--- config.mk ---
export PLATFORM = sky130hd
export DESIGN_NAME = prv32_alu_sequencer_flat
export DESIGN_NICKNAME = d
export VERILOG_FILES = /design/src/rtl/prv32_pkg.sv /design/src/rtl/prv32_alu_sequencer_if.sv /design/src/rtl/prv32_serial_shifter.sv /design/src/rtl/prv32_alu_sequencer.sv /design/src/flat_wrapper.sv
export SDC_FILE = /design/constraint.sdc
export NUM_CORES = 1
export LEC_CHECK = 0
export CORE_MARGIN = 10
export CORE_UTILIZATION = 41
export CTS_CLUSTER_DIAMETER = 120
export DETAILED_ROUTE_END_ITERATION = 12
export GPL_ROUTABILITY_DRIVEN = 0
export PLACE_DENSITY_LB_ADDON = 0.08
export SYNTH_ARGS = -nofsm -noshare
export SYNTH_HDL_FRONTEND = slang
export SYNTH_SLANG_ARGS = --single-unit
--- constraint.sdc ---
create_clock -name clk -period 2.7 [get_ports clk]
set_input_delay 0.405 -clock clk [delete_from_list [all_inputs] [get_ports clk]]
set_output_delay 0.405 -clock clk [all_outputs]
set_load 0.01 [all_outputs]
--- src/rtl/prv32_pkg.sv ---
// Shared encodings for the PRV32 ALU sequencer: ALU function codes, FSM states,
// funct3 constants and the small decode helpers used by the sequencer.
package prv32_pkg;

  localparam int unsigned XLEN    = 32;
  localparam int unsigned SHAMT_W = 5;
  localparam int unsigned F3_W    = 3;

  typedef enum logic [3:0] {
    ALUFN_ADD  = 4'b0000,
    ALUFN_SUB  = 4'b0001,
    ALUFN_PASS = 4'b0011,
    ALUFN_OR   = 4'b0100,
    ALUFN_AND  = 4'b0101,
    ALUFN_XOR  = 4'b0111,
    ALUFN_SRL  = 4'b1000,
    ALUFN_SLL  = 4'b1001,
    ALUFN_SRA  = 4'b1010,
    ALUFN_SLT  = 4'b1101,
    ALUFN_SLTU = 4'b1111
  } alufn_e;

  typedef enum logic [1:0] {
    ST_IDLE  = 2'd0,
    ST_ISSUE = 2'd1,
    ST_SHIFT = 2'd2,
    ST_DONE  = 2'd3
  } state_e;

  typedef enum logic [1:0] {
    SH_SLL = 2'd0,
    SH_SRL = 2'd1,
    SH_SRA = 2'd2
  } shift_kind_e;

  // ALU-op funct3
  localparam logic [F3_W-1:0] F3_ADD  = 3'b000;
  localparam logic [F3_W-1:0] F3_SLL  = 3'b001;
  localparam logic [F3_W-1:0] F3_SLT  = 3'b010;
  localparam logic [F3_W-1:0] F3_SLTU = 3'b011;
  localparam logic [F3_W-1:0] F3_XOR  = 3'b100;
  localparam logic [F3_W-1:0] F3_SR   = 3'b101;
  localparam logic [F3_W-1:0] F3_OR   = 3'b110;
  localparam logic [F3_W-1:0] F3_AND  = 3'b111;

  // Branch funct3
  localparam logic [F3_W-1:0] F3_BEQ  = 3'b000;
  localparam logic [F3_W-1:0] F3_BNE  = 3'b001;
  localparam logic [F3_W-1:0] F3_BLT  = 3'b100;
  localparam logic [F3_W-1:0] F3_BGE  = 3'b101;
  localparam logic [F3_W-1:0] F3_BLTU = 3'b110;
  localparam logic [F3_W-1:0] F3_BGEU = 3'b111;

  // Control fields of an accepted operation kept alive through ISSUE
  typedef struct packed {
    logic [F3_W-1:0] funct3;
    logic            is_branch;
  } op_ctl_t;

  function automatic alufn_e decode_alufn(input logic [F3_W-1:0] funct3,
                                          input logic            funct7_5,
                                          input logic            is_imm,
                                          input logic            is_branch);
    alufn_e f;
    f = ALUFN_ADD;
    if (is_branch) begin
      f = ALUFN_SUB;
    end else begin
      case (funct3)
        F3_ADD:  f = (!is_imm && funct7_5) ? ALUFN_SUB : ALUFN_ADD;
        F3_SLL:  f = ALUFN_SLL;
        F3_SLT:  f = ALUFN_SLT;
        F3_SLTU: f = ALUFN_SLTU;
        F3_XOR:  f = ALUFN_XOR;
        F3_SR:   f = funct7_5 ? ALUFN_SRA : ALUFN_SRL;
        F3_OR:   f = ALUFN_OR;
        F3_AND:  f = ALUFN_AND;
        default: f = ALUFN_ADD;
      endcase
    end
    return f;
  endfunction

  // Branch outcome from the flags of rs1 - rs2
  function automatic logic branch_cond(input logic [F3_W-1:0] funct3,
                                       input logic cf, input logic zf,
                                       input logic vf, input logic sf);
    logic t;
    t = 1'b0;
    case (funct3)
      F3_BEQ:  t = zf;
      F3_BNE:  t = !zf;
      F3_BLT:  t = (sf != vf);
      F3_BGE:  t = (sf == vf);
      F3_BLTU: t = !cf;
      F3_BGEU: t = cf;
      default: t = 1'b0;
    endcase
    return t;
  endfunction

  function automatic logic is_shift_op(input logic [F3_W-1:0] funct3);
    return (funct3 == F3_SLL) || (funct3 == F3_SR);
  endfunction

endpackage

--- src/rtl/prv32_alu_sequencer_if.sv ---
// Operation/result handshake plus the ALU-side operand/flag bus of the sequencer.
// master = requester and ALU environment, slave = sequencer.
interface prv32_alu_sequencer_if;
  import prv32_pkg::*;

  logic              in_valid;
  logic              in_ready;
  logic [F3_W-1:0]   funct3;
  logic              funct7_5;
  logic              is_imm;
  logic              is_branch;
  logic [XLEN-1:0]   rs1_val;
  logic [XLEN-1:0]   rs2_val;
  logic [XLEN-1:0]   imm;

  logic [XLEN-1:0]   alu_a;
  logic [XLEN-1:0]   alu_b;
  logic [3:0]        alufn;
  logic [XLEN-1:0]   alu_r;
  logic              alu_cf;
  logic              alu_zf;
  logic              alu_vf;
  logic              alu_sf;

  logic              out_valid;
  logic              out_ready;
  logic [XLEN-1:0]   result;
  logic              branch_taken;

  modport master (
    output in_valid, funct3, funct7_5, is_imm, is_branch, rs1_val, rs2_val, imm,
    output alu_r, alu_cf, alu_zf, alu_vf, alu_sf, out_ready,
    input  in_ready, alu_a, alu_b, alufn, out_valid, result, branch_taken
  );

  modport slave (
    input  in_valid, funct3, funct7_5, is_imm, is_branch, rs1_val, rs2_val, imm,
    input  alu_r, alu_cf, alu_zf, alu_vf, alu_sf, out_ready,
    output in_ready, alu_a, alu_b, alufn, out_valid, result, branch_taken
  );

endinterface

--- src/rtl/prv32_serial_shifter.sv ---
// One-bit-per-cycle shifter: load data/shamt/kind, then shifts once per cycle
// until the count reaches zero. Used only when SERIAL_SHIFT_EN is defined.
module prv32_serial_shifter
  import prv32_pkg::*;
(
  input  logic               clk,
  input  logic               rst_n,
  input  logic               i_load,
  input  shift_kind_e        i_kind,
  input  logic [XLEN-1:0]    i_data,
  input  logic [SHAMT_W-1:0] i_shamt,
  output logic [XLEN-1:0]    o_next_c,
  output logic               o_last_c
);

  logic [XLEN-1:0]    r_data;
  logic [SHAMT_W-1:0] r_cnt;
  shift_kind_e        r_kind;

  // Value after the step taken on the coming edge
  always_comb begin
    o_next_c = {1'b0, r_data[XLEN-1:1]};
    case (r_kind)
      SH_SLL:  o_next_c = {r_data[XLEN-2:0], 1'b0};
      SH_SRA:  o_next_c = {r_data[XLEN-1], r_data[XLEN-1:1]};
      default: o_next_c = {1'b0, r_data[XLEN-1:1]};
    endcase
  end

  assign o_last_c = (r_cnt == SHAMT_W'(1));

  always_ff @(posedge clk or negedge rst_n) begin
    if (!rst_n) begin
      r_data <= '0;
      r_cnt  <= '0;
      r_kind <= SH_SLL;
    end else if (i_load) begin
      r_data <= i_data;
      r_cnt  <= i_shamt;
      r_kind <= i_kind;
    end else if (r_cnt != '0) begin
      r_data <= o_next_c;
      r_cnt  <= r_cnt - SHAMT_W'(1);
    end
  end

endmodule

--- src/rtl/prv32_alu_sequencer.sv ---
// Sequences one decoded ALU or branch operation through an external ALU:
// IDLE -> ISSUE -> (SHIFT) -> DONE. SERIAL_SHIFT_EN moves shifts to an internal serial shifter.
module prv32_alu_sequencer
  import prv32_pkg::*;
(
  input  logic                 clk,
  input  logic                 rst_n,
  prv32_alu_sequencer_if.slave bus
);

  state_e          r_state;
  op_ctl_t         r_ctl;
  logic            r_in_ready;
  logic            r_out_valid;
  logic            r_branch_taken;
  logic [XLEN-1:0] r_result;
  logic [XLEN-1:0] r_alu_a;
  logic [XLEN-1:0] r_alu_b;
  alufn_e          r_alufn;

  logic            w_accept;
  logic [XLEN-1:0] w_opb;
  alufn_e          w_alufn;
  logic            w_taken;

  // r_in_ready is only ever high in IDLE
  assign w_accept = bus.in_valid && r_in_ready;
  assign w_opb    = (bus.is_imm && !bus.is_branch) ? bus.imm : bus.rs2_val;
  assign w_taken  = branch_cond(r_ctl.funct3, bus.alu_cf, bus.alu_zf, bus.alu_vf, bus.alu_sf);

`ifdef SERIAL_SHIFT_EN
  logic               r_is_shift;
  shift_kind_e        r_shift_kind;
  logic               w_is_shift;
  shift_kind_e        w_shift_kind;
  logic               w_sh_load;
  logic [SHAMT_W-1:0] w_shamt;
  logic [XLEN-1:0]    w_sh_next;
  logic               w_sh_last;

  // Shifts bypass the ALU; it only sees a PASS of rs1
  assign w_is_shift   = !bus.is_branch && is_shift_op(bus.funct3);
  assign w_shift_kind = (bus.funct3 == F3_SLL) ? SH_SLL : (bus.funct7_5 ? SH_SRA : SH_SRL);
  assign w_alufn      = w_is_shift ? ALUFN_PASS
                                   : decode_alufn(bus.funct3, bus.funct7_5, bus.is_imm, bus.is_branch);
  assign w_shamt      = r_alu_b[SHAMT_W-1:0];
  assign w_sh_load    = (r_state == ST_ISSUE) && r_is_shift;

  prv32_serial_shifter u_shifter (
    .clk      (clk),
    .rst_n    (rst_n),
    .i_load   (w_sh_load),
    .i_kind   (r_shift_kind),
    .i_data   (r_alu_a),
    .i_shamt  (w_shamt),
    .o_next_c (w_sh_next),
    .o_last_c (w_sh_last)
  );
`else
  assign w_alufn = decode_alufn(bus.funct3, bus.funct7_5, bus.is_imm, bus.is_branch);
`endif

  always_ff @(posedge clk or negedge rst_n) begin
    if (!rst_n) begin
      r_state        <= ST_IDLE;
      r_ctl          <= '0;
      r_in_ready     <= 1'b0;
      r_out_valid    <= 1'b0;
      r_branch_taken <= 1'b0;
      r_result       <= '0;
      r_alu_a        <= '0;
      r_alu_b        <= '0;
      r_alufn        <= ALUFN_ADD;
`ifdef SERIAL_SHIFT_EN
      r_is_shift     <= 1'b0;
      r_shift_kind   <= SH_SLL;
`endif
    end else begin
      case (r_state)
        ST_IDLE: begin
          r_in_ready <= 1'b1;
          if (w_accept) begin
            r_in_ready       <= 1'b0;
            r_ctl.funct3     <= bus.funct3;
            r_ctl.is_branch  <= bus.is_branch;
            r_alu_a          <= bus.rs1_val;
            r_alu_b          <= w_opb;
            r_alufn          <= w_alufn;
`ifdef SERIAL_SHIFT_EN
            r_is_shift       <= w_is_shift;
            r_shift_kind     <= w_shift_kind;
`endif
            r_state          <= ST_ISSUE;
          end
        end

        ST_ISSUE: begin
          r_alu_a        <= '0;
          r_alu_b        <= '0;
          r_alufn        <= ALUFN_ADD;
          r_branch_taken <= r_ctl.is_branch && w_taken;
          r_result       <= r_ctl.is_branch ? '0 : bus.alu_r;
          r_out_valid    <= 1'b1;
          r_state        <= ST_DONE;
`ifdef SERIAL_SHIFT_EN
          // shamt==0 completes with the unshifted operand
          if (r_is_shift) begin
            r_result <= r_alu_a;
            if (w_shamt != '0) begin
              r_out_valid <= 1'b0;
              r_state     <= ST_SHIFT;
            end
          end
`endif
        end

        ST_SHIFT: begin
`ifdef SERIAL_SHIFT_EN
          if (w_sh_last) begin
            r_result    <= w_sh_next;
            r_out_valid <= 1'b1;
            r_state     <= ST_DONE;
          end
`else
          r_state <= ST_IDLE;
`endif
        end

        ST_DONE: begin
          if (bus.out_ready) begin
            r_out_valid <= 1'b0;
            r_in_ready  <= 1'b1;
            r_state     <= ST_IDLE;
          end
        end

        default: r_state <= ST_IDLE;
      endcase
    end
  end

  assign bus.in_ready     = r_in_ready;
  assign bus.out_valid    = r_out_valid;
  assign bus.result       = r_result;
  assign bus.branch_taken = r_branch_taken;
  assign bus.alu_a        = r_alu_a;
  assign bus.alu_b        = r_alu_b;
  assign bus.alufn        = r_alufn;

endmodule

--- src/flat_wrapper.sv ---
// flat-port wrapper written by rule: the top's interface ports become plain ports
module prv32_alu_sequencer_flat import prv32_pkg::*;
  (clk, rst_n, bus_in_valid, bus_funct3, bus_funct7_5, bus_is_imm, bus_is_branch, bus_rs1_val, bus_rs2_val, bus_imm, bus_alu_r, bus_alu_cf, bus_alu_zf, bus_alu_vf, bus_alu_sf, bus_out_ready, bus_in_ready, bus_alu_a, bus_alu_b, bus_alufn, bus_out_valid, bus_result, bus_branch_taken);
  prv32_alu_sequencer_if bus_i ();
  input  logic clk;
  input  logic rst_n;
  input wire logic [$bits(bus_i.in_valid)-1:0] bus_in_valid;
  input wire logic [$bits(bus_i.funct3)-1:0] bus_funct3;
  input wire logic [$bits(bus_i.funct7_5)-1:0] bus_funct7_5;
  input wire logic [$bits(bus_i.is_imm)-1:0] bus_is_imm;
  input wire logic [$bits(bus_i.is_branch)-1:0] bus_is_branch;
  input wire logic [$bits(bus_i.rs1_val)-1:0] bus_rs1_val;
  input wire logic [$bits(bus_i.rs2_val)-1:0] bus_rs2_val;
  input wire logic [$bits(bus_i.imm)-1:0] bus_imm;
  input wire logic [$bits(bus_i.alu_r)-1:0] bus_alu_r;
  input wire logic [$bits(bus_i.alu_cf)-1:0] bus_alu_cf;
  input wire logic [$bits(bus_i.alu_zf)-1:0] bus_alu_zf;
  input wire logic [$bits(bus_i.alu_vf)-1:0] bus_alu_vf;
  input wire logic [$bits(bus_i.alu_sf)-1:0] bus_alu_sf;
  input wire logic [$bits(bus_i.out_ready)-1:0] bus_out_ready;
  output wire logic [$bits(bus_i.in_ready)-1:0] bus_in_ready;
  output wire logic [$bits(bus_i.alu_a)-1:0] bus_alu_a;
  output wire logic [$bits(bus_i.alu_b)-1:0] bus_alu_b;
  output wire logic [$bits(bus_i.alufn)-1:0] bus_alufn;
  output wire logic [$bits(bus_i.out_valid)-1:0] bus_out_valid;
  output wire logic [$bits(bus_i.result)-1:0] bus_result;
  output wire logic [$bits(bus_i.branch_taken)-1:0] bus_branch_taken;
  assign bus_i.in_valid = bus_in_valid;
  assign bus_i.funct3 = bus_funct3;
  assign bus_i.funct7_5 = bus_funct7_5;
  assign bus_i.is_imm = bus_is_imm;
  assign bus_i.is_branch = bus_is_branch;
  assign bus_i.rs1_val = bus_rs1_val;
  assign bus_i.rs2_val = bus_rs2_val;
  assign bus_i.imm = bus_imm;
  assign bus_i.alu_r = bus_alu_r;
  assign bus_i.alu_cf = bus_alu_cf;
  assign bus_i.alu_zf = bus_alu_zf;
  assign bus_i.alu_vf = bus_alu_vf;
  assign bus_i.alu_sf = bus_alu_sf;
  assign bus_i.out_ready = bus_out_ready;
  assign bus_in_ready = bus_i.in_ready;
  assign bus_alu_a = bus_i.alu_a;
  assign bus_alu_b = bus_i.alu_b;
  assign bus_alufn = bus_i.alufn;
  assign bus_out_valid = bus_i.out_valid;
  assign bus_result = bus_i.result;
  assign bus_branch_taken = bus_i.branch_taken;
  prv32_alu_sequencer u_core (.clk(clk), .rst_n(rst_n), .bus(bus_i));
endmodule
==> results of run 1 <==
cell type report:
| class | instances | share of cell area |
|---|---|---|
| clock buffers | 9 | 0.0169 |
| clock inverters | 7 | 0.0104 |
| flip-flops and latches | 109 | 0.372 |
| repair buffers | 252 | 0.346 |
| well taps | 140 | 0.0239 |
| multi-input cells | 277 | 0.230 |
| inverters | 2 | 0.00102 |
sequential cells by signal, summed over array words and instances (netlist names):
signal,count
u_core.r_ctl,4
u_core.bus.alufn,4
u_core.bus.alu_b,32
u_core.bus.branch_taken,1
u_core.bus.out_valid,1
u_core.bus.result,32
u_core.bus.alu_a,32
u_core.r_state,2
u_core.bus.in_ready,1
per-stage QoR:
step,instance area [um^2],power [W],util
2_1_floorplan,4580,0.00414,-
3_3_place_gp,7130,0.00589,0.655
3_5_place_dp,7130,0.00599,0.655
4_1_cts,7340,0.00702,0.674
5_1_grt,7340,0.00738,0.674
6_report,7340,0.00690,0.674
logic make-up after synthesis:
logic type             after synthesis  share of synthesized area
AND/OR/NAND/NOR                    128                      0.128
AO/OA/AOI/OAI                      114                      0.162
XOR/XNOR                             3                    0.00573
buffers and inverters               32                     0.0390
flip-flops                         109                      0.595
multiplexers                        32                     0.0699
synthesized netlist by cell type:
library cell	count	area share
o21ai_2	7	0.013
buf_2	14	0.015
buf_4	3	0.0049
o22ai_1	1	0.0014
a311oi_1	1	0.0019
mux2i_1	32	0.070
or3_1	1	0.0014
o21bai_1	1	0.0016
a21boi_0	1	0.0016
o31ai_1	1	0.0016
nor2b_1	2	0.0027
o21ai_0	61	0.067
or2_1	1	0.0014
a21oi_1	5	0.0055
a22o_1	34	0.065
clkbuf_1	9	0.0074
buf_6	4	0.0098
xor2_1	3	0.0057
inv_1	2	0.0016
nor2_2	1	0.0014
a221oi_1	2	0.0038
nand2_1	79	0.065
dfrtp_1	109	0.59
nor3_2	1	0.0022
nor2_1	8	0.0066
nand2b_1	35	0.048
metal layers:
metal	share of wire	vias up	global-route usage
met5	0	-	0
met4	0.016	0	0.0636
met3	0.096	12	0.0738
met2	0.49	149	0.306
met1	0.40	1868	0.202
li1	-	1894	-
worst min-delay path by stage:
stage / endpoint / slack (ps) / depth (start not counted)
after floorplan: u_core.bus.alu_a[0] / 110 / 0
after global placement: u_core.bus.result[25] / 390 / 1
after detailed placement: u_core.bus.result[25] / 390 / 1
after CTS: u_core.bus.alu_b[12] / 500 / 2
after global routing: u_core.bus.result[14] / 510 / 2
final: u_core.bus.alu_b[12] / 490 / 2
where the power goes:
group / internal [W] / total, W / switching [W] / leakage, nW
logic: 0.00173 / 0.00317 / 0.00144 / 1.72
registers: 0.00228 / 0.00273 / 0.000457 / 1.45
clock network: 0.000372 / 0.00100 / 0.000633 / 0.103
total: 0.00437 / 0.00690 / 0.00253 / 3.27
==> reports/metrics.csv, run 1 <==
stage,metric,value,unit
run_status,status,"complete, no violations",
grt,first_global_vias,4223,
grt,total_routing_resource_utilization_after_global_routing,0.181,
detailed_routing,drt_pass1_iterations,4,
grt,wire_length_of_the_first_global_routing_pass,23300,um
worst_setup_path,path_buf_inv,1,
logic_synthesis,yosysUniqueCellTypes,26,
timing,fin_tns_setup,0,ps
final_layout,layout-drive-gt1-share,0.0549,
detailed_routing,route.detailed.drc,0,
floorplanning,pin_count,245,
detailed_routing,drt-total-wl,14800,um
final_layout,number_of_inserted_diodes,0,
power_and_ir_drop,power_leakage,3.27,nW
worst_setup_path,critical_path.slowest_cell,clkdlybuf4s50_1,
floorplanning,die_footprint,15800,um^2
timing,slew-limit-headroom,0.385,
logic_synthesis,synth_sequential_area_ratio,0.595,
grt,gr-total-overflow,0,
floorplanning,std_cell_rows,38,
timing,finClkSkew,16.0,ps
floorplanning,horizontal_die_dimension,126,um
worst_hold_path,min_from,u_core.bus.alu_b[12],
floorplanning,fp.dieH,126,um
final_layout,area_growth,60.1,%
placed_design,placement.io_buffers,244,
worst_setup_path,r2r-start,u_core.r_state[0],
cts,clk_pin_slew_worst_paths,110,ps
final_layout,final-seq-area,2730,um^2
cts,clock-root-buffer,clkbuf_8,
timing,fin_worst_hold_slack,486,ps
timing,period_share,0.658,
timing,final-max-slew-violation-count,0,
worst_setup_path,number_of_cells_on_the_critical_path,1,
timing,setup_repair_after_global_routing_missed_its_margin,no,
logic_synthesis,synth-warning-count,0,
timing,worst-slew-pin-transition,922,ps
cts,htreeDepth,3,
final_layout,multiInputGateArea,1690,um^2
detailed_routing,num_vias,3923,
cts,ctsLongestPathBuffers,2,
timing,fin_ws,922,ps
worst_setup_path,setup.worst_path.start_class,flop,
floorplanning,floorplan.core_area,10900,um^2
worst_setup_path,reg2reg_depth,4,
timing,finalSetupViolations,0,
cts,cts_resized,0,
cts,clkLatencyLatePin,380,ps
final_layout,mostFrequentLayoutCell,clkdlybuf4s50_1,
power_and_ir_drop,power_density,941,nW/um^2
detailed_routing,ant_nets,0,
grt,grt_max_degree,48,
detailed_routing,detail_route.wl_per_cell,18.5,um
worst_setup_path,regToRegEndpoint,u_core.bus.alu_a[28],
final_layout,mostFrequentLayoutCells,"clkdlybuf4s50_1, dfrtp_1, nand2_1",
worst_setup_path,critical_path_class,reg -> out,
worst_setup_path,crit_path_end,bus_in_ready,
cts,cts_inserted_buffers,9,
cts,hold_buffers,1,
logic_synthesis,synth.ff_latch_count,109,
worst_setup_path,worst_setup_path_startpoint,u_core.bus.in_ready,
worst_setup_path,max_stage_delay,590,ps
detailed_routing,via_per_inst,4.93,
cts,postcts_setup_bufs,0,
worst_setup_path,worst_path_dominant_cell_family,buffers and inverters,
worst_setup_path,path_max_fanout,4,
timing,layout_min_cycle_time,1780,ps
cts,tritoncts_clock_tree,yes,
grt,grt_antenna_before_repair,0,
logic_synthesis,synth_cells,418,
worst_setup_path,setup_crit_end_kind,output port,
flow_run,timing.max_cap.violations,0,
final_layout,finish.net_count,793,
worst_setup_path,crit_arrival,1370,ps
timing,timing.fmax,562,MHz
final_layout,final.fill_count,906,
logic_synthesis,synthesis.area,4580,um^2
placed_design,post-place-cells,779,
cts,cts_sinks,109,
floorplanning,initial_core_util,0.421,
placed_design,pre_cts_ws,544,ps
power_and_ir_drop,power.ir.vdd_worst,0.482,mV
worst_setup_path,register_to_register_setup_slack,940,ps
worst_setup_path,cp_data_required_time,2300,ps
worst_setup_path,cp_cell_sequence,clkdlybuf4s50_1,
worst_hold_path,worst_hold_path_type,reg -> reg,
timing,final_hold_violating_endpoints,0,
logic_synthesis,synth_fp_nets,560,
final_layout,finished_layout_cells,796,
logic_synthesis,syn_avg_cell_area,11.0,um^2
placed_design,place.detailed.hpwl,11300,um
detailed_routing,first_iter_violations,234,
Note: power is estimated with default switching activity, not from simulation.
==> run 2: changes to the inputs <==
--- a/config.mk
+++ b/config.mk
@@ -6,7 +6,7 @@
 export NUM_CORES = 1
 export LEC_CHECK = 0
 export CORE_MARGIN = 10
-export CORE_UTILIZATION = 41
+export CORE_UTILIZATION = 36
 export CTS_CLUSTER_DIAMETER = 120
 export DETAILED_ROUTE_END_ITERATION = 12
 export GPL_ROUTABILITY_DRIVEN = 0
==> constraint.sdc (replaced) <==
create_clock -name clk -period 1.5 [get_ports clk]
set_input_delay 0.225 -clock clk [delete_from_list [all_inputs] [get_ports clk]]
set_output_delay 0.225 -clock clk [all_outputs]
set_load 0.01 [all_outputs]
==> reports/metrics.csv, run 2 (same netlist as run 1, synthesis figures left out) <==
stage,metric,value,unit,change
final_layout,layout-drive-gt1-share,0.0788,,was 0.0549
floorplanning,horizontal_die_dimension,133,um,was 126 um
final_layout,finish.net_count,810,,was 793
grt,wire_length_of_the_first_global_routing_pass,23500,um,was 23300 um
timing,worst-slew-pin-transition,553,ps,was 922 ps
timing,timing.fmax,679,MHz,
cts,clock-root-buffer,clkbuf_16,,was clkbuf_8
grt,grt_antenna_before_repair,0,,unchanged
placed_design,place.detailed.hpwl,11600,um,was 11300 um
floorplanning,pin_count,245,,unchanged
timing,final_hold_violating_endpoints,0,,unchanged
power_and_ir_drop,power.ir.vdd_worst,0.794,mV,was 0.482 mV
grt,gr-total-overflow,0,,unchanged
detailed_routing,detail_route.wl_per_cell,17.6,um,was 18.5 um
timing,final-max-slew-violation-count,0,,unchanged
timing,finClkSkew,6.97,ps,was 16.0 ps
power_and_ir_drop,power_density,1690,nW/um^2,was 941 nW/um^2
cts,clk_pin_slew_worst_paths,70,ps,was 110 ps
final_layout,postLayoutCellArea,7760,um^2,was 7340 um^2
cts,postcts_setup_bufs,0,,unchanged
placed_design,detailed_place.area,7320,um^2,was 7130 um^2
cts,tritoncts_clock_tree,yes,,unchanged
timing,layout_min_cycle_time,1470,ps,
worst_setup_path,setup.worst_path.start_class,flop,,unchanged
cts,clkLatencyLatePin,350,ps,was 380 ps
floorplanning,die_footprint,17600,um^2,was 15800 um^2
detailed_routing,drt-total-wl,14900,um,was 14800 um
placed_design,placement.io_buffers,244,,unchanged
final_layout,mostFrequentLayoutCells,"clkdlybuf4s50_1, dfrtp_1, nand2_1",,unchanged
cts,cts_inserted_buffers,9,,unchanged
floorplanning,std_cell_rows,41,,was 38
cts,ctsLongestPathBuffers,2,,unchanged
worst_setup_path,critical_path.slowest_cell,clkdlybuf4s50_1,,unchanged
worst_setup_path,setup_crit_end_kind,output port,,unchanged
final_layout,number_of_inserted_diodes,0,,unchanged
worst_setup_path,crit_arrival,1250,ps,was 1370 ps
floorplanning,initial_core_util,0.365,,was 0.421
flow_run,timing.max_cap.violations,0,,unchanged
grt,total_routing_resource_utilization_after_global_routing,0.165,,was 0.181
worst_setup_path,cp_data_required_time,1270,ps,was 2300 ps
timing,setup_repair_after_global_routing_missed_its_margin,no,,unchanged
power_and_ir_drop,overall_power_of_the_completed_layout,0.0131,W,was 0.00690 W
floorplanning,floorplan.core_area,12600,um^2,was 10900 um^2
detailed_routing,first_iter_violations,222,,was 234
worst_setup_path,path_buf_inv,1,,unchanged
final_layout,area_growth,69.4,%,was 60.1%
worst_setup_path,cp_cell_sequence,clkdlybuf4s50_1,,unchanged
timing,slew-limit-headroom,0.631,,was 0.385
worst_setup_path,worst_path_dominant_cell_family,buffers and inverters,,unchanged
grt,grt_max_degree,48,,unchanged
detailed_routing,drt_pass1_iterations,4,,unchanged
final_layout,mostFrequentLayoutCell,clkdlybuf4s50_1,,unchanged
timing,period_share,0.982,,
floorplanning,fp.dieH,133,um,was 126 um
detailed_routing,ant_nets,0,,unchanged
worst_hold_path,worst_hold_path_type,in -> async,,was reg -> reg
worst_setup_path,critical_path_class,reg -> out,,unchanged
final_layout,final.fill_count,1061,,was 906
cts,htreeDepth,3,,unchanged
worst_setup_path,max_stage_delay,560,ps,was 590 ps
run_status,status,"complete, no violations",,unchanged
power_and_ir_drop,power_leakage,4.40,nW,was 3.27 nW
detailed_routing,route.detailed.drc,0,,unchanged
cts,cts_sinks,109,,unchanged
timing,finalSetupViolations,0,,unchanged
grt,first_global_vias,4225,,was 4223
detailed_routing,num_vias,4006,,was 3923
worst_setup_path,path_max_fanout,2,,was 4
detailed_routing,via_per_inst,4.74,,was 4.93
==> run 2: changes by cell type in the layout (fill, tap and decap cells not counted), moves of 2 or more <==
| cell | change |
|---|---|
| inv_8 | -3 |
| clkbuf_8 | -9 |
| dlygate4sd2_1 | +37 |
| clkinvlp_4 | +2 |
| buf_4 | +15 |
| clkbuf_16 | +9 |
| clkdlybuf4s50_1 | -89 |
| bufinv_16 | +3 |
| dlymetal6s2s_1 | +52 |
| buf_12 | +2 |
==> run 2: final cells by class <==
type / count / area (um^2) / share of cell area
Tap cell: 172 / 215 / 0.0277
Clock buffer: 9 / 225 / 0.0290
Clock inverter: 7 / 123 / 0.0158
Timing Repair Buffer: 269 / 2780 / 0.358
Sequential cell: 109 / 2730 / 0.351
Multi-Input combinational cell: 277 / 1690 / 0.218
Inverter: 2 / 7.51 / 0.000967
==> run 2: per-stage QoR <==
step	util	std cells	hold WS (ps)	setup TNS, ps	setup slack (ps)
4_1_cts	0.607	845	370	0	0.145
2_1_floorplan	-	418	-70.6	0	108
5_1_grt	0.618	845	378	0	0.250
3_3_place_gp	0.583	828	171	-10450	-186
6_report	0.618	845	361	0	27.0
3_5_place_dp	0.583	828	172	-11550	-200
==> run 2: worst paths after layout <==
kind                       slack (ps)  depth (start not counted)            startpoint                     to
min in group clk                  440                          3         bus_alu_r[21]  u_core.bus.result[21]
min                               360                          2                 rst_n  u_core.bus.result[19]
max reg2reg                       110                          3     u_core.r_state[1]   u_core.bus.alu_b[18]
min reg2reg                       480                          2  u_core.bus.alu_b[20]   u_core.bus.alu_b[20]
max                                30                          1   u_core.bus.alufn[0]           bus_alufn[0]
max in group asynchronous         560                          3                 rst_n   u_core.bus.alu_b[13]
==> run 2: per-layer routing <==
metal  vias to the layer above  routed length, um  GRT usage
li1                       1935                  -          -
met1                      1901               6220      0.199
met2                       153               6990      0.265
met3                        17               1410     0.0685
met4                         0                240     0.0483
met5                         -                  0          0
==> run 2: where the power goes <==
group	switching, W	internal [W]	total (W)	leakage, nW
Combinational	0.00270	0.00285	0.00556	2.79
Clock	0.00110	0.00164	0.00274	0.162
Sequential	0.000715	0.00410	0.00482	1.45
Total	0.00452	0.00860	0.0131	4.40
==> run 2: repair_timing <==
| item | 4_1_cts | 5_1_grt |
|---|---|---|
| hold buffers | 1 | 0 |
| resized for setup | 37 | 52 |
| hold endpoints to repair | 25 | 0 |
| setup endpoints to repair | 37 | 52 |
==> run 3: changes to the inputs <==
--- a/config.mk
+++ b/config.mk
@@ -11,6 +11,7 @@
 export DETAILED_ROUTE_END_ITERATION = 12
 export GPL_ROUTABILITY_DRIVEN = 0
 export PLACE_DENSITY_LB_ADDON = 0.08
+export SETUP_SLACK_MARGIN = 0.5
 export SYNTH_ARGS = -nofsm -noshare
 export SYNTH_HDL_FRONTEND = slang
 export SYNTH_SLANG_ARGS = --single-unit
==> reports/metrics.csv, run 3 (same netlist as run 1, synthesis figures left out) <==
stage,metric,value,unit,change
power_and_ir_drop,clock_power_share,0.160,,was 0.209
final_layout,number_of_inserted_diodes,0,,unchanged
cts,ctsLongestPathBuffers,2,,unchanged
timing,fin_ws,146,ps,was 27.0 ps
floorplanning,floorplan.core_area,12600,um^2,unchanged
timing,slew-limit-headroom,0.705,,was 0.631
final_layout,finish.net_count,877,,was 810
timing,period_share,0.903,,was 0.982
worst_setup_path,regToRegEndpoint,u_core.bus.result[3],,was u_core.bus.alu_b[18]
final_layout,layout-drive-gt1-share,0.332,,was 0.0788
final_layout,mostFrequentLayoutCells,"clkdlybuf4s50_1, dfrtp_1, buf_6",,"was clkdlybuf4s50_1, dfrtp_1, nand2_1"
final_layout,postLayoutCellArea,8410,um^2,was 7760 um^2
worst_setup_path,r2r-start,u_core.r_state[1],,unchanged
worst_hold_path,worst_hold_path_type,in -> async,,unchanged
run_status,violations_in_the_final_reports,hold timing,,
floorplanning,fp.dieH,133,um,unchanged
grt,gr-total-overflow,0,,unchanged
detailed_routing,via_per_inst,4.67,,was 4.74
flow_run,timing.max_cap.violations,0,,unchanged
cts,cts_sinks,109,,unchanged
placed_design,place.detailed.hpwl,11600,um,about the same
worst_setup_path,setup.worst_path.start_class,flop,,unchanged
timing,timing.fmax,738,MHz,was 679 MHz
final_layout,fin_util,0.669,,was 0.618
worst_setup_path,worst_setup_path_startpoint,u_core.r_state[1],,was u_core.bus.alufn[0]
grt,total_routing_resource_utilization_after_global_routing,0.174,,was 0.165
power_and_ir_drop,comb_power_share,0.520,,was 0.424
detailed_routing,drt-total-wl,16100,um,was 14900 um
worst_setup_path,path_buf_inv,3,,was 1
timing,final_hold_violating_endpoints,28,,was 0
detailed_routing,ant_nets,0,,unchanged
detailed_routing,detail_route.wl_per_cell,17.6,um,about the same
detailed_routing,num_vias,4256,,was 4006
timing,fin_worst_hold_slack,-180,ps,was 361 ps
grt,wire_length_of_the_first_global_routing_pass,24700,um,was 23500 um
placed_design,detailed_place.area,7340,um^2,was 7320 um^2
run_status,status,"complete, but fails checks",,"was complete, no violations"
floorplanning,initial_core_util,0.365,,unchanged
timing,layout_min_cycle_time,1350,ps,was 1470 ps
worst_setup_path,crit_path_end,u_core.bus.result[3],,was bus_alufn[0]
worst_setup_path,number_of_cells_on_the_critical_path,5,,was 1
worst_setup_path,setup_crit_end_kind,flop,,was output port
cts,tritoncts_clock_tree,yes,,unchanged
grt,grt_max_degree,37,,was 48
power_and_ir_drop,power.ir.vdd_worst,0.879,mV,was 0.794 mV
detailed_routing,first_iter_violations,211,,was 222
timing,finClkSkew,11.0,ps,was 6.97 ps
power_and_ir_drop,p_sw_frac,0.344,,was 0.345
timing,final-max-slew-violation-count,0,,unchanged
worst_setup_path,cp_data_required_time,1740,ps,was 1270 ps
cts,cts_inserted_buffers,9,,unchanged
worst_setup_path,crit_arrival,1600,ps,was 1250 ps
power_and_ir_drop,power_leakage,4.15,nW,was 4.40 nW
power_and_ir_drop,overall_power_of_the_completed_layout,0.0154,W,was 0.0131 W
power_and_ir_drop,p_sw,0.00530,W,was 0.00452 W
worst_setup_path,reg2reg_depth,5,,was 3
final_layout,area_growth,83.4,%,was 69.4%
final_layout,mostFrequentLayoutCell,clkdlybuf4s50_1,,unchanged
placed_design,pre_cts_ws,-195,ps,was -200 ps
grt,grt_antenna_before_repair,0,,unchanged
timing,worst-slew-pin-transition,443,ps,was 553 ps
worst_setup_path,path_max_fanout,13,,was 2
worst_setup_path,register_to_register_setup_slack,150,ps,was 110 ps
grt,first_global_vias,4489,,was 4225
timing,setup_repair_after_global_routing_missed_its_margin,yes,,was no
detailed_routing,route.detailed.drc,0,,unchanged
worst_setup_path,cp_cell_sequence,buf_4 > nand2b_4 > buf_12 > buf_12 > o21ai_0,,was clkdlybuf4s50_1
worst_setup_path,worst_path_dominant_cell_family,buffers and inverters,,unchanged
floorplanning,pin_count,245,,unchanged
detailed_routing,drt_pass1_iterations,4,,unchanged
worst_setup_path,critPathMostFrequentCell,buf_12,,
cts,clkLatencyLatePin,350,ps,about the same
worst_setup_path,critical_path_class,reg -> reg,,was reg -> out
power_and_ir_drop,power_density,1830,nW/um^2,was 1690 nW/um^2
placed_design,placement.io_buffers,244,,unchanged
floorplanning,horizontal_die_dimension,133,um,unchanged
worst_setup_path,max_stage_delay,400,ps,was 560 ps
floorplanning,die_footprint,17600,um^2,unchanged
cts,clock-root-buffer,clkbuf_16,,unchanged
cts,htreeDepth,3,,unchanged
worst_setup_path,critical_path.slowest_cell,dfrtp_1,,was clkdlybuf4s50_1
placed_design,post-place-cells,824,,was 828
final_layout,finished_layout_cells,912,,was 845
power_and_ir_drop,p_int,0.0101,W,was 0.00860 W
power_and_ir_drop,seq_power_share,0.320,,was 0.367
timing,finalSetupViolations,0,,unchanged
floorplanning,std_cell_rows,41,,unchanged
cts,clk_pin_slew_worst_paths,80,ps,was 70 ps
-- run 3: through the flow --
stage	TNS [ps]	hold slack (ps)
global route	0	-157
global placement	-9550	198
detailed placement	-10620	203
CTS	0	-175
finish	0	-180
floorplan	0	-70.6
-- run 3: power groups by stage --
stage | registers [W] | clock network [W] | logic [W]
after floorplan | 0.00532 | 0 | 0.00236
after CTS | 0.00486 | 0.00252 | 0.00675
final | 0.00492 | 0.00247 | 0.00801
after global routing | 0.00507 | 0.00264 | 0.00867
after detailed placement | 0.00486 | 0 | 0.00625
after global placement | 0.00481 | 0 | 0.00612
-- run 3: area by class of cell --
cell class / instances / area (um^2)
fill: 1036 / 4160
inverter: 2 / 7.51
clock buffer: 9 / 225
clock inverter: 7 / 83.8
sequential: 109 / 2730
multi-input combinational: 277 / 1780
timing repair buffer: 336 / 3370
tap: 172 / 215
-- run 3: worst min-delay path by stage --
stage | start | endpoint | depth (start not counted)
after floorplan | rst_n | u_core.bus.alu_a[0] | 0
after global placement | rst_n | u_core.bus.result[18] | 1
after detailed placement | rst_n | u_core.bus.result[18] | 1
after CTS | rst_n | u_core.bus.result[18] | 1
after global routing | rst_n | u_core.bus.result[20] | 1
final | rst_n | u_core.bus.result[18] | 1
-- run 3: metal layers --
metal	vias to the layer above	global-route usage	wire [um]
li1	2068	-	-
met1	2017	0.205	6590
met2	154	0.290	7930
met3	17	0.0643	1380
met4	0	0.0501	191
met5	-	0	0
-- run 3: timing repair --
action / 4_1_cts / 5_1_grt
gates cloned: 3 / 5
endpoints found under the setup margin: 211 / 211
setup buffers: 34 / 30
endpoints found under the hold margin: 28 / 28
pin swaps: 1 / 11
gates resized for setup: 477 / 85
